File: src/rtl/spi_ctl_pkg.sv
// Shared types and sizing helpers for the SPI frame sequencer.
package spi_ctl_pkg;

    localparam int W_DEF = 16;

    typedef enum logic [2:0] {
        ST_IDLE,
        ST_START,
        ST_WAIT,
        ST_DONE,
        ST_GAP
    } state_t;

    // One counter serves both the WAIT timeout and the inter-frame gap.
    function automatic int cnt_width(input int timeout, input int gap);
        int span;
        span = (timeout > gap + 1) ? timeout : gap + 1;
        return (span > 2) ? $clog2(span) : 1;
    endfunction

endpackage

File: src/rtl/rr_arb2.sv
// Two-way round-robin arbiter: on a tie the channel that did not own the last frame wins.
module rr_arb2 (
    input  logic       clk,
    input  logic       RESET,
    input  logic [1:0] i_req,
    input  logic       i_last,
    input  logic       i_update,
    output logic       o_grant,
    output logic       o_any
);

    logic r_last;

    // Reset to ch1 as "last owner" so the first tie goes to ch0.
    always_ff @(posedge clk) begin
        // NOTE: registers take non-blocking assignments so every flop samples pre-edge values.
        if (RESET) begin
            r_last <= 1'b1;
        end else if (i_update) begin
            r_last <= i_last;
        end
    end

    always_comb begin
        // NOTE: o_grant is defaulted before the case so no request pattern infers a latch.
        o_grant = 1'b0;
        case (i_req)
            2'b10:   o_grant = 1'b1;
            2'b11:   o_grant = ~r_last;
            default: o_grant = 1'b0;
        endcase
    end

    assign o_any = |i_req;

endmodule

File: src/rtl/spi_master_sched.sv
// Shares one SPI frame engine between two requesters: grants round-robin, starts the
// frame, waits for LOAD (or a timeout) and hands the received word back with an ack.
module spi_master_sched
    import spi_ctl_pkg::*;
#(
    parameter int W       = W_DEF,
    parameter int TIMEOUT = 64,
    parameter int GAP     = 2
) (
    input  logic         clk,
    input  logic         RESET,
    input  logic         req0,
    input  logic [W-1:0] tx0,
    output logic         ack0,
    output logic [W-1:0] rx0,
    output logic         err0,
    input  logic         req1,
    input  logic [W-1:0] tx1,
    output logic         ack1,
    output logic [W-1:0] rx1,
    output logic         err1,
    output logic         st,
    output logic [W-1:0] MTX_DAT,
    input  logic         LOAD,
    input  logic [W-1:0] MRX_DAT,
    output logic         busy,
    output logic         owner
);

    localparam int            CW       = cnt_width(TIMEOUT, GAP);
    localparam logic [CW-1:0] TO_LAST  = CW'(TIMEOUT - 1);
    localparam logic [CW-1:0] GAP_LAST = CW'((GAP > 0) ? GAP - 1 : 0);

    state_t        r_state;
    state_t        w_next;
    logic [CW-1:0] r_cnt;
    logic          r_owner;
    logic          r_err_pend;
    logic [W-1:0]  r_mtx;
    logic [W-1:0]  r_rx0;
    logic [W-1:0]  r_rx1;
    logic          w_grant;
    logic          w_any;
    logic          w_update;
    logic          w_timeout;

    assign w_update  = (r_state == ST_DONE);
    assign w_timeout = (r_cnt == TO_LAST);

    rr_arb2 u_arb (
        .clk      (clk),
        .RESET    (RESET),
        .i_req    ({req1, req0}),
        .i_last   (r_owner),
        .i_update (w_update),
        .o_grant  (w_grant),
        .o_any    (w_any)
    );

    always_ff @(posedge clk) begin
        if (RESET) begin
            r_state <= ST_IDLE;
        end else begin
            r_state <= w_next;
        end
    end

    always_comb begin
        w_next = r_state;
        st     = 1'b0;
        ack0   = 1'b0;
        ack1   = 1'b0;
        err0   = 1'b0;
        err1   = 1'b0;
        busy   = (r_state != ST_IDLE);
        case (r_state)
            ST_IDLE:  if (w_any) w_next = ST_START;
            ST_START: begin
                st     = 1'b1;
                w_next = ST_WAIT;
            end
            // LOAD is checked alongside the timeout so a coincident LOAD still succeeds.
            ST_WAIT:  if (LOAD || w_timeout) w_next = ST_DONE;
            ST_DONE: begin
                ack0   = ~r_owner;
                ack1   = r_owner;
                err0   = ~r_owner & r_err_pend;
                err1   = r_owner & r_err_pend;
                w_next = (GAP > 0) ? ST_GAP : ST_IDLE;
            end
            ST_GAP:   if (r_cnt == GAP_LAST) w_next = ST_IDLE;
            default:  w_next = ST_IDLE;
        endcase
    end

    always_ff @(posedge clk) begin
        if (RESET) begin
            r_cnt      <= '0;
            r_owner    <= 1'b0;
            r_err_pend <= 1'b0;
            r_mtx      <= '0;
            r_rx0      <= '0;
            r_rx1      <= '0;
        end else begin
            case (r_state)
                ST_IDLE: begin
                    if (w_any) begin
                        r_owner <= w_grant;
                        r_mtx   <= w_grant ? tx1 : tx0;
                    end
                end
                ST_START: begin
                    r_cnt      <= '0;
                    r_err_pend <= 1'b0;
                end
                ST_WAIT: begin
                    r_cnt <= r_cnt + CW'(1);
                    if (LOAD) begin
                        if (r_owner) r_rx1 <= MRX_DAT;
                        else         r_rx0 <= MRX_DAT;
                        r_err_pend <= 1'b0;
                    end else if (w_timeout) begin
                        r_err_pend <= 1'b1;
                    end
                end
                ST_DONE: r_cnt <= '0;
                ST_GAP:  r_cnt <= r_cnt + CW'(1);
                default: r_cnt <= '0;
            endcase
        end
    end

    assign MTX_DAT = r_mtx;
    assign rx0     = r_rx0;
    assign rx1     = r_rx1;
    assign owner   = r_owner;

endmodule

File: config.mk
export PLATFORM = sky130hd
export DESIGN_NAME = spi_master_sched
export DESIGN_NICKNAME = d
export VERILOG_FILES = /design/src/rtl/spi_ctl_pkg.sv /design/src/rtl/rr_arb2.sv /design/src/rtl/spi_master_sched.sv
export SDC_FILE = /design/constraint.sdc
export NUM_CORES = 1
export LEC_CHECK = 0
export BUFFER_PORTS_ARGS = -buffer_cell sky130_fd_sc_hd__buf_2
export CORE_MARGIN = 1.5
export CORE_UTILIZATION = 35
export CTS_BUF_LIST = sky130_fd_sc_hd__clkbuf_8 sky130_fd_sc_hd__clkbuf_16
export DETAILED_ROUTE_END_ITERATION = 16
export PLACE_DENSITY = 0.62
export SETUP_SLACK_MARGIN = 0.1
export SLEW_MARGIN = 15
export SYNTH_ARGS = -nofsm -noshare
export SYNTH_HDL_FRONTEND = slang
export SYNTH_SLANG_ARGS = --single-unit
File: constraint.sdc
create_clock -name clk -period 1.5 [get_ports clk]
set_clock_uncertainty 0.2 [all_clocks]
set_input_delay 0.15 -clock clk [delete_from_list [all_inputs] [get_ports clk]]
set_output_delay 0.15 -clock clk [all_outputs]
set_load 0.01 [all_outputs]
==> results.rst <==
.. list-table::
   :header-rows: 1

   * - Metric
     - Value
   * - Transition time of the tightest slew-check pin
     - 0.362 ns
   * - Capturing element type of the critical path
     - primary output
   * - Cell area after technology mapping
     - 2630 um2
   * - P per Cell Area
     - 1070 nW/um2
   * - Setup repair after global routing missed its margin
     - true
   * - Die extent in x
     - 89.7 um
   * - TritonCTS clock tree
     - yes
   * - Final hold violation count
     - 0
   * - Number of synthesized flops with an enable pin
     - 0
   * - Placed cell area
     - 3470 um2
   * - Largest area contributor in the netlist
     - dfxtp_1
   * - Number of buffers added by the clock tree synthesis step
     - 9
   * - Fraction of layout instances using a drive strength above 1
     - 57.3%
   * - Mapped Nets
     - 351
   * - Main area contributors after synthesis
     - dfxtp_1 46%, a21oi_1 7.2%, nand3_1 6.3%
   * - Worst-case setup margin in the final layout
     - -0.203 ns
   * - DR WL met2
     - 4680 um
   * - Top Ports
     - 108
   * - Total count of max-transition violations in the final report
     - 0
   * - Routed metal-1 wirelength
     - 4150 um
   * - Final cell count without fillers
     - 574
   * - Layout Area Growth over Synthesis
     - 85.6%
   * - Routability-driven placement congestion ratio
     - 0.796
   * - Clock latency reported for the late side of the worst-skew pair
     - 0.34 ns
   * - Core area
     - 7250 um2
   * - Diode insertion count for antenna repair
     - 0
   * - Pin count of the biggest net entering global routing
     - 35
   * - Proportion of total power due to net switching
     - 31.1%
   * - Area fraction of the dominant cell type after synthesis
     - 45.7%
   * - Inst Count DP
     - 503
   * - Iteration-0 DRC count of the detailed router
     - 130
   * - Critical path type
     - flip-flop to primary output
   * - Remaining DRCs
     - 0
   * - Die footprint
     - 8040 um2
   * - Worst Path Arrival
     - 1.35 ns
   * - Max IR drop VDD
     - 0.715 mV
   * - Gate count after technology mapping
     - 296
   * - Layout Cell Area excl Fill
     - 4880 um2
   * - Series of cell instances along the critical path
     - buf_6 > nand3b_1 > nor2_2 > buf_6
   * - Fin crit period
     - 1.70 ns
   * - Number of distinct standard cells referenced by the synthesized netlist
     - 39
   * - Vias post-DR
     - 2974
   * - Final worst-path cycle share
     - 114%
   * - Sum of met3 wire segment lengths after detailed routing
     - 385 um
   * - Wire length of the first global-routing pass
     - 11500 um
   * - Min-delay worst type
     - input port to flip-flop
   * - Multi-input gate area in the final layout
     - 1720 um2
   * - Highest signal layer in the routed design
     - met4
   * - Kind of start point of the critical path
     - flip-flop
   * - Worst-path clk slew
     - 0.07 ns
   * - Number of clock sinks
     - 60
   * - Drt via density
     - 5.18
   * - Initial cell density of the core
     - 36.2%
   * - Seq cells post-synth
     - 60
   * - Sequential element share of the synthesized area
     - 45.7%
   * - Total routed wirelength
     - 9470 um
   * - Max-cap violations
     - 0
   * - DPL Wire Length
     - 4980 um
   * - Internal portion of total power
     - 3610 uW
   * - Mean Syn Cell Area
     - 8.88 um2
   * - Finish-stage setup viols
     - 41
   * - Maximum clock path buffer count
     - 2
   * - Number of global-route vias before repair
     - 2482
   * - Quantity of I/O buffers inserted on ports
     - 107
   * - Antenna Violating Nets Remaining
     - 0
   * - Flip-flop and latch area
     - 1220 um2
   * - Number of rows created at floorplan
     - 31
   * - Worst slack at placement
     - -0.0786 ns
   * - Fmax
     - 0.587 GHz
   * - Outcome
     - finished with violations
   * - Die boundary height
     - 89.7 um
   * - Standard cell with the maximum stage delay on the critical path
     - dfxtp_4
   * - Most repeated library cell on the critical path
     - buf_6
   * - Number of iterations in the first detailed-routing pass
     - 4
   * - Number of antenna violations at the first check in global routing
     - 0
   * - Net switching power
     - 1630 uW
   * - Synthesis warning total
     - 0
   * - Library cell used as clock root buffer
     - clkbuf_8
   * - Worst EP required
     - 1.15 ns
   * - Gr ovfl total
     - 0
   * - GRT Util Overall
     - 18.6%
   * - Proportion of power drawn by combinational gates
     - 34.3%
   * - Leakage
     - 0.00192 uW
   * - Relative slew slack
     - 75.8%
   * - Clock H-tree levels
     - 3
   * - DR WL/cell
     - 16.5 um
   * - Clock network power share
     - 30.6%
   * - Total number of nets in the final design
     - 525
   * - Critical path fanouts, max
     - 4
   * - FFs w/ async S/R, synth
     - 0%
   * - Filler instances
     - 534
   * - Dominant synthesized flop cell
     - dfxtp_1
   * - Seq pwr share
     - 35.1%
   * - Failing checks
     - negative setup slack
   * - Crit path largest cell delay
     - 0.36 ns
-- worst max-delay path: cells and delay by family, from the launching register on --
kind                   cells  cell delay [ns]
buffers and inverters      2             0.25
DFF                        1             0.36
and+or+nand+nor            2             0.40
-- cell usage in the layout, fill, tap and decap left out, drive strengths merged, types with 4 or more instances in the layout --
cell type      n
inv           20
nor2           7
clkbuf        18
dfxtp         60
a221oi        16
dlygate4sd3   33
buf          156
o32ai         16
a21oi         38
nand3         33
nor3           4
o21ai         38
-- per-layer routing --
layer,GRT usage (%),up-vias
met3,3.20,22
li1,-,1453
met2,30.0,98
met5,0,-
met1,24.3,1401
met4,8.67,0
-- final cells by class --
type                    count  area share [%]
flip-flops and latches     60            24.9
inverters                  20            1.59
well taps                  99            2.54
repair buffers            194            31.2
clock buffers              13            3.67
multi-input cells         185            35.2
clock inverters             3           0.872
-- power by group through the flow --
| stage | clock [uW] | sequential, uW | combinational [uW] |
|---|---|---|---|
| 2_1_floorplan | 0 | 1910 | 602 |
| 3_3_place_gp | 0 | 1860 | 1130 |
| 3_5_place_dp | 0 | 1860 | 1140 |
| 4_1_cts | 1610 | 1830 | 1390 |
| 5_1_grt | 1710 | 1850 | 1920 |
| 6_report | 1610 | 1840 | 1800 |
-- stage by stage --
step	power, uW	TNS, ns	utilization (%)	hold WS (ns)
finish	5240	-6.57	67.3	0.0186
global route	5480	-9.00	67.3	0.0167
CTS	4830	-5.81	58.1	0.00221
detailed placement	3000	-0.855	47.9	0.184
global placement	2980	-0.0326	47.9	0.186
floorplan	2510	0	-	0.0977
-- synth_stat cells (3+ instances only) --
library cell  instances
o31ai_1               3
a221oi_1              7
clkbuf_1             17
nor3_1                3
o21ai_1              23
buf_2                10
nand3_1              33
dfxtp_1              60
or3_1                 3
a21oi_1              38
o21ai_0              14
inv_2                 3
a221oi_2              9
nor2_1                7
buf_4                 3
o32ai_1              16
inv_1                17
-- repair_timing --
action,4_1_cts,5_1_grt
pin swaps,14,91
setup endpoints to repair,61,64
hold buffers,33,0
resized for setup,27,99
gates cloned,0,6
buffers inserted,10,7
endpoints found under the hold margin,55,0
-- cells by family (layout without fill, tap and decap cells) --
kind of cell               Yosys count  in the layout  share of synthesized area (%)
AOI/OAI and AO/OA                  119            119                           30.8
xor gates and xnor gates             3              3                           1.00
adders and majority gates            2              2                          0.952
buffers and inverters               51            230                           8.47
DFF                                 60             60                           45.7
and+or+nand+nor                     61             61                           13.0
-- state kept, by name, summed over array words and instances, names as in the netlist --
register      flops
MTX_DAT          16
owner             1
r_cnt             6
r_err_pend        1
r_state           3
rx0              16
rx1              16
u_arb.r_last      1
-- worst paths after layout --
path | startpoint | endpoint | slack, ns | cells past startpoint
hold reg to reg | MTX_DAT[3] | MTX_DAT[3] | 0.26 | 2
setup reg to reg | r_state[2] | rx0[2] | -0.19 | 7
setup / recovery | r_state[2] | ack1 | -0.20 | 4
hold / removal | tx0[15] | MTX_DAT[15] | 0.02 | 3
Power figures use the tool's default switching activity.
